$ cat src/rtl/adc_sample_recorder.sv
// Frame-rate sample recorder: captures one ADC word per DAC_LR_CLK edge into a
// single-port RAM, then loops the recorded span back out to the DAC path.
module adc_sample_recorder #(
  parameter int ADDR_W = 18,
  parameter int DEPTH  = 17196,
  parameter int DATA_W = 16
) (
  input  logic              DAC_LR_CLK,
  input  logic              reset,
  input  logic              enable_i,
  input  logic              rec_req_i,
  input  logic              play_req_i,
  input  logic [DATA_W-1:0] adc_data_i,
  input  logic [DATA_W-1:0] mem_rdata_i,
  output logic [ADDR_W-1:0] mem_addr_o,
  output logic              mem_wren_o,
  output logic [DATA_W-1:0] mem_wdata_o,
  output logic [DATA_W-1:0] play_data_o,
  output logic              play_valid_o,
  output logic [ADDR_W-1:0] rec_len_o,
  output logic              full_o,
  output logic [1:0]        state_o
);

  typedef enum logic [1:0] {
    IDLE   = 2'd0,
    RECORD = 2'd1,
    PLAY   = 2'd2
  } state_e;

  localparam logic [ADDR_W-1:0] LAST_ADDR = ADDR_W'(DEPTH - 1);
  localparam logic [ADDR_W-1:0] ONE       = ADDR_W'(1);

  state_e state_q, state_d;

  logic              recPrev_q, playPrev_q;
  logic [ADDR_W-1:0] wrPtr_q, wrPtr_d;
  logic [ADDR_W-1:0] rdPtr_q, rdPtr_d;
  logic [ADDR_W-1:0] memAddr_q, memAddr_d;
  logic              memWren_q, memWren_d;
  logic [DATA_W-1:0] memWdata_q, memWdata_d;
  logic [DATA_W-1:0] playData_q, playData_d;
  logic              playValid_q, playValid_d;
  logic [1:0]        issue_q, issue_d;
  logic [ADDR_W-1:0] recLen_q, recLen_d;
  logic              full_q, full_d;

  logic recRise, playRise;

  assign recRise  = rec_req_i & ~recPrev_q;
  assign playRise = play_req_i & ~playPrev_q;

  always_ff @(posedge DAC_LR_CLK) begin
    if (!reset) begin
      state_q <= IDLE;
    end else begin
      state_q <= state_d;
    end
  end

  always_comb begin
    state_d = state_q;
    if (!enable_i) begin
      state_d = IDLE;
    end else begin
      unique case (state_q)
        IDLE: begin
          if (recRise) begin
            state_d = RECORD;
          end else if (playRise && (recLen_q != '0)) begin
            state_d = PLAY;
          end
        end
        RECORD: begin
          if (!rec_req_i || (wrPtr_q == LAST_ADDR)) begin
            state_d = IDLE;
          end
        end
        PLAY: begin
          if (!play_req_i) begin
            state_d = IDLE;
          end
        end
        default: state_d = IDLE;
      endcase
    end
  end

  // Read issue flag travels two stages to line up with the RAM's registered read.
  always_comb begin
    wrPtr_d     = wrPtr_q;
    rdPtr_d     = rdPtr_q;
    memAddr_d   = memAddr_q;
    memWren_d   = 1'b0;
    memWdata_d  = memWdata_q;
    recLen_d    = recLen_q;
    full_d      = full_q;
    issue_d     = {issue_q[0], 1'b0};
    playValid_d = issue_q[1];
    playData_d  = issue_q[1] ? mem_rdata_i : playData_q;
    if (!enable_i) begin
      issue_d     = 2'b00;
      playValid_d = 1'b0;
      playData_d  = playData_q;
    end else begin
      unique case (state_q)
        IDLE: begin
          if (recRise) begin
            wrPtr_d  = '0;
            full_d   = 1'b0;
            recLen_d = '0;
          end else if (playRise && (recLen_q != '0)) begin
            rdPtr_d = '0;
          end
        end
        RECORD: begin
          if (rec_req_i) begin
            memAddr_d  = wrPtr_q;
            memWdata_d = adc_data_i;
            memWren_d  = 1'b1;
            wrPtr_d    = wrPtr_q + ONE;
            recLen_d   = wrPtr_q + ONE;
            if (wrPtr_q == LAST_ADDR) begin
              full_d = 1'b1;
            end
          end
        end
        PLAY: begin
          if (play_req_i) begin
            memAddr_d  = rdPtr_q;
            issue_d[0] = 1'b1;
            rdPtr_d    = (rdPtr_q == recLen_q - ONE) ? '0 : rdPtr_q + ONE;
          end
        end
        default: ;
      endcase
    end
  end

  always_ff @(posedge DAC_LR_CLK) begin
    if (!reset) begin
      recPrev_q   <= 1'b0;
      playPrev_q  <= 1'b0;
      wrPtr_q     <= '0;
      rdPtr_q     <= '0;
      memAddr_q   <= '0;
      memWren_q   <= 1'b0;
      memWdata_q  <= '0;
      playData_q  <= '0;
      playValid_q <= 1'b0;
      issue_q     <= 2'b00;
      recLen_q    <= '0;
      full_q      <= 1'b0;
    end else begin
      recPrev_q   <= rec_req_i;
      playPrev_q  <= play_req_i;
      wrPtr_q     <= wrPtr_d;
      rdPtr_q     <= rdPtr_d;
      memAddr_q   <= memAddr_d;
      memWren_q   <= memWren_d;
      memWdata_q  <= memWdata_d;
      playData_q  <= playData_d;
      playValid_q <= playValid_d;
      issue_q     <= issue_d;
      recLen_q    <= recLen_d;
      full_q      <= full_d;
    end
  end

  assign mem_addr_o   = memAddr_q;
  assign mem_wren_o   = memWren_q;
  assign mem_wdata_o  = memWdata_q;
  assign play_data_o  = playData_q;
  assign play_valid_o = playValid_q;
  assign rec_len_o    = recLen_q;
  assign full_o       = full_q;
  assign state_o      = state_q;

endmodule

$ cat config.mk
export PLATFORM = sky130hd
export DESIGN_NAME = adc_sample_recorder
export DESIGN_NICKNAME = d
export VERILOG_FILES = /design/src/rtl/adc_sample_recorder.sv
export SDC_FILE = /design/constraint.sdc
export NUM_CORES = 1
export LEC_CHECK = 0
export ABC_AREA = 0
export CAP_MARGIN = 20
export CORE_AREA = 2 2 97 99
export DETAILED_ROUTE_END_ITERATION = 12
export DIE_AREA = 0 0 99 101
export PLACE_DENSITY = 0.84
export RECOVER_POWER = 25
export SKIP_LAST_GASP = 1
export SLEW_MARGIN = 20
export SYNTH_ARGS = -nofsm -noshare
export SYNTH_HDL_FRONTEND = slang
export SYNTH_SLANG_ARGS = --single-unit
$ cat constraint.sdc
create_clock -name DAC_LR_CLK -period 6.26 [get_ports DAC_LR_CLK]
set_clock_uncertainty 0.05 [all_clocks]
set_input_delay 1.565 -clock DAC_LR_CLK [delete_from_list [all_inputs] [get_ports DAC_LR_CLK]]
set_output_delay 1.565 -clock DAC_LR_CLK [all_outputs]
set_load 0.01 [all_outputs]
==> summary.txt, run 1 <==
CTS Hold Bufs = 0
largest area contributor in the netlist = dfxtp_1
count leader, synth = nand2_1
most frequent CP cell = nor2_1
reg2reg path depth = 8
WHS Endpoint = mem_wdata_o[11]$_SDFFE_PN0P_
nets = 699
TritonRoute pass-1 iters = 6
Total Routing Usage GR = 24.9%
Slew headroom = 35.1%
CP Capture Type = flip-flop
Critical Path Source Type = input port
Max VDD drop = 0.104 mV
layout cells sized above 1 = 4.52%
die area = 10000 µm²
met1 Usage GRT = 30.4%
Post-synth EDFFs = 0
async set-reset flop share out of synthesis = 0%
initial DRC count = 234
Final Hold Viols = 0
Final setup viols = 0
# diodes = 0
WP data arrival = 3.89 ns
Yosys warning count = 0
ANT nets after route = 0
Buf/Inv on CP = 1
worst hold start = mem_wdata_o[11]$_SDFFE_PN0P_
syn_nets = 626
clock slew at reported path FFs = 0.10 ns
Max Freq = 270 MHz
R2R Setup Slk = 2.95 ns
CTS max path bufs = 2
largest cells by area after synthesis = dfxtp_1 (40%), nand2_1 (10%), a21boi_0 (5.1%), xnor2_1 (4.6%), xor2_1 (4.1%)
M2 GR Usage = 41.7%
row cnt = 35
Worst EP required = 6.45 ns
RR Endpoint = rdPtr_q[13]$_SDFFE_PN0P_
Setup Fix Bufs, Post-CTS = 0
commonest cells in the netlist = nand2_1 (131), dfxtp_1 (95), nor2_1 (50)
effective utilization at floorplan = 52.6%
Worst Hold Class = reg2reg
Critical-path top delay cell = nor3_1
CP max stage delay = 0.75 ns
gr busiest metal = met2
Syn Std Cell Area = 4720 µm²
FF+latch area = 1900 µm²
Area Overhead vs Synth = 26.2%
Residual DRC = 0
global-route wire length before repair = 20300 µm
PwrDens = 179 nW/µm²
sequential element share of the synthesized area = 40.3%
Synth top area share = 40.3%
MaxCap Viol Count = 0
Syn Inst Count = 586
crit-path max FO = 9
Core Area = 8980 µm²
CP cell instances = dlygate4sd3_1 > nand3b_1 > nor3_1 > nand3_1 > nor2_1 > xnor2_1 > nor2_1
FF-to-FF Start = rec_len_o[0]$_SDFFE_PN0P_
Via density = 5.73
Total Power = 0.00107 W
delay-heaviest family, CP = simple AND/OR/NAND/NOR gates
Yosys reg bits = 95
Via Count = 4437
TritonCTS Buffers = 9
leading register cell type out of synthesis = dfxtp_1
TritonCTS clock tree = yes
Avg Synthesized Cell Area = 8.06 µm²
Die Span Y = 101 µm
dpl hpwl = 8710 µm
WL per Instance = 15.8 µm
Top Ports = 110
largest net degree at the start of global routing = 37
min cycle time layout = 3.70 ns
Worst Path Class, Setup = in2reg
WL final = 12300 µm
GP Congestion = 0.918
Slew @ Worst Pin = 0.967 ns
vias in the first global route = 4234
multi-input logic area = 2600 µm²
global routing usage on met3 = 4.99%
sum of negative setup slack = 0 ns
Final Cycle Share = 59.2%
placed cells = 759
Critical path origin = enable_i
LEAKAGE = 2.08 nW
Cell variety after synth = 53
status = finished clean
worst hold stages = 2
Worst-Skew Late Latency = 0.38 ns
RSZ-0062 raised after global routing = false
htree depth = 3
Root Buffer = clkbuf_8
Sink Count = 95
Core Util, Final = 66.4%
antenna violations before repair = 0
final std cells w/o fill = 775
post-cts sizing count = 0
Die X-Extent = 99 µm
IO Port Bufs = 109
# fillers = 756
GR Overflow Total = 0
max-slew violations = 0
-- metrics by stage --
step | hold WS, ns | worst slack [ns] | cell area, µm²
6_report | 0.419 | 2.56 | 5960
5_1_grt | 0.444 | 2.36 | 5960
4_1_cts | 0.419 | 2.65 | 5960
3_5_place_dp | 0.405 | 2.26 | 5770
3_3_place_gp | 0.397 | 2.33 | 5770
2_1_floorplan | 0.394 | 3.14 | 4720
-- how the worst max path moves through the flow --
stage                                       endpoint  slack [ns]  cells past startpoint
final                     rec_len_o[17]$_SDFFE_PN0P_        2.56                      7
after global routing      rec_len_o[17]$_SDFFE_PN0P_        2.36                      7
after CTS                   rdPtr_q[11]$_SDFFE_PN0P_        2.65                      5
after detailed placement    rdPtr_q[11]$_SDFFE_PN0P_        2.26                      5
after global placement      rdPtr_q[11]$_SDFFE_PN0P_        2.33                      5
after floorplan           rec_len_o[17]$_SDFFE_PN0P_        3.14                      7
-- kinds of logic after synthesis --
logic type	Yosys count	share of synthesized area, %
AOI/OAI and AO/OA	103	16.6
xor gates and xnor gates	47	8.71
adders and majority gates	3	0.795
buffers and inverters	56	5.14
DFF	95	40.3
muxes	2	0.450
and+or+nand+nor	280	28.1
-- layout make-up --
class | instances | share of cell area, %
Multi-Input combinational cell | 435 | 43.6
Tap cell | 111 | 2.33
Inverter | 6 | 0.378
Sequential cell | 95 | 31.9
Clock inverter | 6 | 0.881
Timing Repair Buffer | 112 | 18.6
Clock buffer | 10 | 2.31
-- tightest hold or removal path, cell delays in order (launching register included) --
cell and delay [ns]:
dfxtp_1 0.32, nand2_1 0.04, a21boi_0 0.06
-- state kept, by name, summed over array words and instances (netlist names) --
register,flops
issue_q,2
play_data_o,16
rdPtr_q,18
state_o,2
rec_len_o,18
mem_wdata_o,16
recPrev_q,1
mem_addr_o,18
mem_wren_o,1
full_o,1
play_valid_o,1
playPrev_q,1
-- routing by layer --
layer / share of wire, % / vias to the layer above
li1: - / 2170
met1: 43 / 2039
met2: 46 / 185
met3: 7.4 / 43
met4: 3.5 / 0
met5: 0 / -
-- power by group --
group | leakage, nW | internal [W] | switching, W
combinational | 1.23 | 0.0000350 | 0.0000275
clock | 0.0914 | 0.000161 | 0.000234
sequential | 0.766 | 0.000608 | 0.00000329
-- cell usage in the layout (no fill, tap or decap), types with 2 or more instances in the layout --
cell / count
nor4_1: 4
or3b_2: 2
a31oi_1: 2
nor3b_1: 3
and2_0: 2
a21oi_1: 10
nand4b_1: 3
nand3_1: 18
and3_1: 8
o21ai_0: 7
o2bb2ai_1: 17
and2_1: 4
nor3_1: 12
clkbuf_8: 10
nand4_1: 8
nor2_1: 49
nand3b_1: 4
ha_1: 3
or2_2: 2
or3_1: 5
clkdlybuf4s50_1: 85
a31o_2: 2
inv_6: 2
buf_4: 2
o211ai_1: 2
nor2b_1: 7
xnor2_1: 25
dlygate4sd3_1: 24
a211oi_1: 2
nand2_1: 131
inv_1: 6
dfxtp_1: 95
a311oi_1: 17
and4_1: 5
clkinvlp_4: 2
a21boi_0: 32
or4_1: 8
xor2_1: 22
Power figures use the tool's default switching activity.
==> run 2, diff against run 1 <==
--- a/config.mk
+++ b/config.mk
@@ -7,10 +7,10 @@
 export LEC_CHECK = 0
 export ABC_AREA = 0
 export CAP_MARGIN = 20
-export CORE_AREA = 2 2 97 99
+export CORE_AREA = 2 2 101 103
 export DETAILED_ROUTE_END_ITERATION = 12
-export DIE_AREA = 0 0 99 101
-export PLACE_DENSITY = 0.84
+export DIE_AREA = 0 0 103 105
+export PLACE_DENSITY = 0.78
 export RECOVER_POWER = 25
 export SKIP_LAST_GASP = 1
 export SLEW_MARGIN = 20
==> constraint.sdc (replaced) <==
create_clock -name DAC_LR_CLK -period 3.5 [get_ports DAC_LR_CLK]
set_clock_uncertainty 0.05 [all_clocks]
set_input_delay 0.875 -clock DAC_LR_CLK [delete_from_list [all_inputs] [get_ports DAC_LR_CLK]]
set_output_delay 0.875 -clock DAC_LR_CLK [all_outputs]
set_load 0.01 [all_outputs]
==> run 2 against run 1 <==
Compared with the run above: hold slack lost 0.00094 ns; setup slack worse by 1.9 ns; die area grew 8.2%; cell count is 5.0% higher; utilization down 3.1 points; largest power group unchanged; highest routed layer unchanged.
==> summary.txt, run 2 (synthesis gave the netlist of run 1 again) <==
die area = 10800 µm² (+8.2%)
Die X-Extent = 103 µm (+4.0%)
FF+latch area = 1900 µm² (unchanged)
initial DRC count = 211 (-9.8%)
Residual DRC = 0 (unchanged)
TritonCTS Buffers = 9 (unchanged)
multi-input logic area = 2580 µm² (-0.63%)
placed cells = 798 (+5.1%)
largest net degree at the start of global routing = 26 (-30%)
Max VDD drop = 0.196 mV (+89%)
TritonRoute pass-1 iters = 4 (-2)
IO Port Bufs = 109 (unchanged)
Final Hold Viols = 0 (unchanged)
FF-to-FF Start = rec_len_o[0]$_SDFFE_PN0P_
status = finished clean
reg2reg path depth = 9 (+1)
Root Buffer = clkbuf_8
row cnt = 36 (+2.9%)
combinational share of power = 5.9% (about the same)
TritonCTS clock tree = yes
GP Congestion = 0.886 (-3.5%)
most common cell after layout, fill and taps aside = nand2_1
Slew headroom = 34.9% (-0.18 points)
RR Endpoint = rdPtr_q[4]$_SDFFE_PN0P_
WHS Endpoint = play_data_o[7]$_SDFFE_PN0P_
Worst Hold Class = reg2reg
GR Overflow Total = 0 (unchanged)
min cycle time layout = 2.85 ns
Cell Area, Placed = 5920 µm² (+2.7%)
worst hold stages = 2 (unchanged)
CTS max path bufs = 2 (unchanged)
Die Span Y = 105 µm (+4.0%)
Max Freq = 351 MHz
WP data arrival = 3.09 ns (-0.80 ns)
Final Instance Area = 6100 µm² (+2.3%)
Worst EP required = 3.74 ns (-2.71 ns)
WL per Instance = 15.7 µm (-0.92%)
Top Ports = 110 (unchanged)
Final Cycle Share = 81.5%
R2R Setup Slk = 0.65 ns (-2.30 ns)
Worst-Skew Late Latency = 0.36 ns (-0.02 ns)
Via density = 5.38 (-6.0%)
Via Count = 4380 (-1.3%)
global-route wire length before repair = 21000 µm (+3.1%)
vias in the first global route = 4271 (+0.87%)
crit-path max FO = 18 (+9)
Area Overhead vs Synth = 29.1%
htree depth = 3 (unchanged)
Final setup viols = 0 (unchanged)
Setup Fix Bufs, Post-CTS = 0 (unchanged)
Total Routing Usage GR = 23.9% (-0.99 points)
PwrDens = 318 nW/µm² (+77%)
sum of negative setup slack = 0 ns (unchanged)
net switching power figure = 0.000449 W (+70%)
WL final = 12800 µm (+4.1%)
# diodes = 0 (unchanged)
nets = 716 (+2.4%)
effective utilization at floorplan = 49.0% (-3.6 points)
Slew @ Worst Pin = 0.977 ns (+0.00999 ns)
ANT nets after route = 0 (unchanged)
post-cts sizing count = 0 (unchanged)
switch share = 23.2% (-1.6 points)
layout cells sized above 1 = 6.17% (+1.6 points)
clock share of power = 37.6% (+0.6 points)
dpl hpwl = 9130 µm (+4.8%)
clock slew at reported path FFs = 0.09 ns (about the same)
Core Area = 9640 µm² (+7.4%)
antenna violations before repair = 0 (unchanged)
Sink Count = 95 (unchanged)
Worst Path Class, Setup = reg2reg
share of power burned in registers = 56.4% (-0.8 points)
Critical Path Source Type = flip-flop
CTS Hold Bufs = 0 (unchanged)
MaxCap Viol Count = 0 (unchanged)
commonest non-fill, non-tap cells in the layout = nand2_1 (131), clkdlybuf4s50_1 (96), dfxtp_1 (95)
CP Capture Type = flip-flop
worst hold start = play_data_o[7]$_SDFFE_PN0P_
LEAKAGE = 2.13 nW (+2.2%)
internal power = 0.00149 W (+85%)
final std cells w/o fill = 814 (+5.0%)
RSZ-0062 raised after global routing = false
max-slew violations = 0 (unchanged)
# fillers = 886 (+17%)
## run 2: power by group through the flow
stage	Sequential, W	Clock [W]	Combinational (W)
floorplan	0.00112	0	0.0000454
global placement	0.00112	0	0.000116
detailed placement	0.00112	0	0.000117
CTS	0.00109	0.000746	0.000118
global route	0.00110	0.000788	0.000124
finish	0.00109	0.000729	0.000115
## run 2: metrics by stage
step / power (W) / setup WS (ns) / util (%) / hold WS (ns)
global route: 0.00201 / 0.459 / 63.3 / 0.439
global placement: 0.00123 / 0.748 / 61.4 / 0.400
finish: 0.00194 / 0.649 / 63.3 / 0.418
floorplan: 0.00117 / 0.807 / - / 0.394
detailed placement: 0.00124 / 0.634 / 61.4 / 0.401
CTS: 0.00196 / 0.655 / 63.4 / 0.419
## run 2: worst max-delay path by stage
| stage | start | end | slack (ns) | cells past startpoint |
|---|---|---|---|---|
| 6_report | rec_len_o[0]$_SDFFE_PN0P_ | rdPtr_q[4]$_SDFFE_PN0P_ | 0.65 | 9 |
| 5_1_grt | rec_len_o[0]$_SDFFE_PN0P_ | rdPtr_q[4]$_SDFFE_PN0P_ | 0.46 | 9 |
| 4_1_cts | rec_len_o[0]$_SDFFE_PN0P_ | rdPtr_q[4]$_SDFFE_PN0P_ | 0.65 | 9 |
| 3_5_place_dp | rec_req_i | rec_len_o[0]$_SDFFE_PN0P_ | 0.63 | 5 |
| 3_3_place_gp | rec_req_i | rec_len_o[0]$_SDFFE_PN0P_ | 0.75 | 5 |
| 2_1_floorplan | rec_len_o[0]$_SDFFE_PN0P_ | rdPtr_q[13]$_SDFFE_PN0P_ | 0.81 | 9 |
## run 2: area by class of cell
cell class,instances,share of cell area (%)
repair buffers,129,20.2
clock buffers,10,2.09
inverters,6,0.369
well taps,133,2.73
multi-input cells,435,42.4
clock inverters,6,1.11
flip-flops and latches,95,31.2
## run 2: worst max-delay path: stages (launching register included)
cell	delay (ns)
dfxtp_1	0.38
inv_1	0.13
ha_1	0.25
or3b_2	0.50
or4_1	0.53
o31a_1	0.26
o21ai_1	0.16
o21a_1	0.13
buf_4	0.23
o2bb2ai_1	0.14
## run 2: routing by layer
metal	vias to the layer above	global-route usage (%)	share of wire, %
met5	-	0	0
met4	0	5.73	1.4
met3	13	4.68	6.1
met2	130	40.8	49
met1	2037	30.8	44
li1	2200	-	-
==> run 3, diff against run 2 <==
==> constraint.sdc (replaced) <==
create_clock -name DAC_LR_CLK -period 2.8 [get_ports DAC_LR_CLK]
set_clock_uncertainty 0.05 [all_clocks]
set_input_delay 0.7 -clock DAC_LR_CLK [delete_from_list [all_inputs] [get_ports DAC_LR_CLK]]
set_output_delay 0.7 -clock DAC_LR_CLK [all_outputs]
set_load 0.01 [all_outputs]
==> run 3 against run 2 <==
Compared with the run above: register-to-register slack got worse by 0.50 ns; setup slack got worse by 0.50 ns; critical path depth is the same; sequential cell count unchanged; wire length is 1.2% higher; cell count increased by 1.6%; die area did not move; critical path type unchanged; largest power group unchanged; highest routed layer unchanged.
==> summary.txt, run 3 (synthesis gave the netlist of run 1 again) <==
Root Buffer = clkbuf_8
delay-heaviest family, CP = simple AND/OR/NAND/NOR gates
antenna violations before repair = 0 (unchanged)
PwrDens = 414 nW/µm² (+30%)
sum of negative setup slack = 0 ns (unchanged)
Area Overhead vs Synth = 32.5%
Cell Area, Placed = 6040 µm² (+2.1%)
Core Area = 9640 µm² (unchanged)
Worst Path Class, Setup = reg2reg
Worst EP required = 3.05 ns (-0.69 ns)
Total Power = 0.00259 W (+34%)
Final Cycle Share = 94.5% (+13 points)
Die Span Y = 105 µm (unchanged)
row cnt = 36 (unchanged)
gr busiest metal = met2
status = finished clean
global routing usage on met3 = 5.48% (+0.80 points)
nets = 729 (+1.8%)
vias in the first global route = 4354 (+1.9%)
met1 Usage GRT = 30.2% (-0.55 points)
clock slew at reported path FFs = 0.09 ns (about the same)
CP max stage delay = 0.53 ns (about the same)
TritonCTS Buffers = 9 (unchanged)
CP Capture Type = flip-flop
Critical-path top delay cell = or4_1
most common cell after layout, fill and taps aside = nand2_1
GR Overflow Total = 0 (unchanged)
die area = 10800 µm² (unchanged)
pre-CTS setup slack = 0.139 ns (-0.495 ns)
Top Ports = 110 (unchanged)
Slew @ Worst Pin = 1.27 ns (+0.296 ns)
layout cells sized above 1 = 7.93% (+1.8 points)
htree depth = 3 (unchanged)
Via density = 5.43 (+0.83%)
R2R Setup Slk = 0.15 ns (-0.50 ns)
Max Freq = 378 MHz (+7.7%)
Total Routing Usage GR = 24.5% (+0.59 points)
min cycle time layout = 2.65 ns (-0.204 ns)
Worst Hold Class = reg2reg
WL per Instance = 15.6 µm (-0.34%)
max-slew violations = 0 (unchanged)
M2 GR Usage = 40.1% (-0.70 points)
global-route wire length before repair = 21000 µm (+0.30%)
initial DRC count = 238 (+13%)
Critical Path Source Type = flip-flop
final worst setup slack = 0.153 ns (-0.496 ns)
ANT nets after route = 0 (unchanged)
Sink Count = 95 (unchanged)
Final Hold Viols = 0 (unchanged)
Final setup viols = 0 (unchanged)
IO Port Bufs = 109 (unchanged)
largest net degree at the start of global routing = 40 (+54%)
WP data arrival = 2.90 ns (-0.19 ns)
CTS max path bufs = 2 (unchanged)
Buf/Inv on CP = 2 (unchanged)
CP cell instances = inv_1 > ha_1 > or3b_2 > or4_1 > o31a_1 > o21ai_1 > o21a_1 > buf_12 > o2bb2ai_1
Slew headroom = 15.1% (-20 points)
MaxCap Viol Count = 0 (unchanged)
TritonRoute pass-1 iters = 4 (unchanged)
# fillers = 883 (-0.34%)
crit-path max FO = 18 (unchanged)
TritonCTS clock tree = yes
Die X-Extent = 103 µm (unchanged)
RSZ-0062 raised after global routing = false
effective utilization at floorplan = 49.0% (unchanged)
Final Instance Area = 6260 µm² (+2.6%)
Via Count = 4487 (+2.4%)
# diodes = 0 (unchanged)
GP Congestion = 0.922 (+4.0%)
Residual DRC = 0 (unchanged)
Worst-Skew Late Latency = 0.37 ns (about the same)
Setup Fix Bufs, Post-CTS = 0 (unchanged)
commonest non-fill, non-tap cells in the layout = nand2_1 (131), clkdlybuf4s50_1 (108), dfxtp_1 (93)
dpl hpwl = 9440 µm (+3.4%)
WL final = 12900 µm (+1.2%)
Max VDD drop = 0.292 mV (+49%)
LEAKAGE = 2.18 nW (+2.5%)
Core Util, Final = 64.9% (+1.7 points)
==> run 3: cell types whose count changed in the layout (fill, tap and decap cells not counted), sizes merged <==
cell           change
clkdlybuf4s50     +12
inv                -2
dlygate4sd3       -12
buf               +11
clkinvlp           -2
clkinv             +2
bufinv             +2
clkbuf             +2
==> run 3: cell type report <==
type / instances / area [µm²] / area share [%]
inverter: 6 / 22.5 / 0.360
multi-input combinational: 435 / 2580 / 41.3
timing repair buffer: 142 / 1350 / 21.5
sequential: 95 / 1900 / 30.4
clock inverter: 6 / 109 / 1.74
tap: 133 / 166 / 2.66
clock buffer: 10 / 128 / 2.04
==> run 3: worst paths after layout <==
path / start / depth (start not counted) / to
worst max-delay path: rec_len_o[0]$_SDFFE_PN0P_ / 9 / rdPtr_q[14]$_SDFFE_PN0P_
worst min-delay path: mem_wdata_o[3]$_SDFFE_PN0P_ / 2 / mem_wdata_o[3]$_SDFFE_PN0P_
worst max register to register: rec_len_o[0]$_SDFFE_PN0P_ / 9 / rdPtr_q[14]$_SDFFE_PN0P_
worst min register to register: mem_wdata_o[3]$_SDFFE_PN0P_ / 2 / mem_wdata_o[3]$_SDFFE_PN0P_
==> run 3: repair_timing <==
action / CTS / global route
gates resized for setup: 0 / 2
hold buffers: 0 / 0
endpoints found under the setup margin: 0 / 18
==> run 3: metal layers <==
layer	vias to the layer above	share of wire, %
met2	149	48
met5	-	0
met3	32	6.3
met1	2088	43
li1	2218	-
met4	0	3.0
==> run 3: power by group <==
| part | internal, W | switching [W] | total (W) |
|---|---|---|---|
| registers | 0.00136 | 0.00000713 | 0.00137 |
| logic | 0.0000867 | 0.0000623 | 0.000149 |
| clock network | 0.000592 | 0.000483 | 0.00108 |
| total | 0.00204 | 0.000553 | 0.00259 |
==> run 3: per-stage QoR <==
stage               hold WS (ns)  cells
floorplan                  0.394    586
global placement           0.399    811
detailed placement         0.405    811
CTS                        0.417    827
global route               0.447    827
finish                     0.417    827
==> run 3: worst min-delay path: stages (launching register included) <==
cell and delay [ns]:
dfxtp_1 0.31, nand2_1 0.04, a21boi_0 0.06
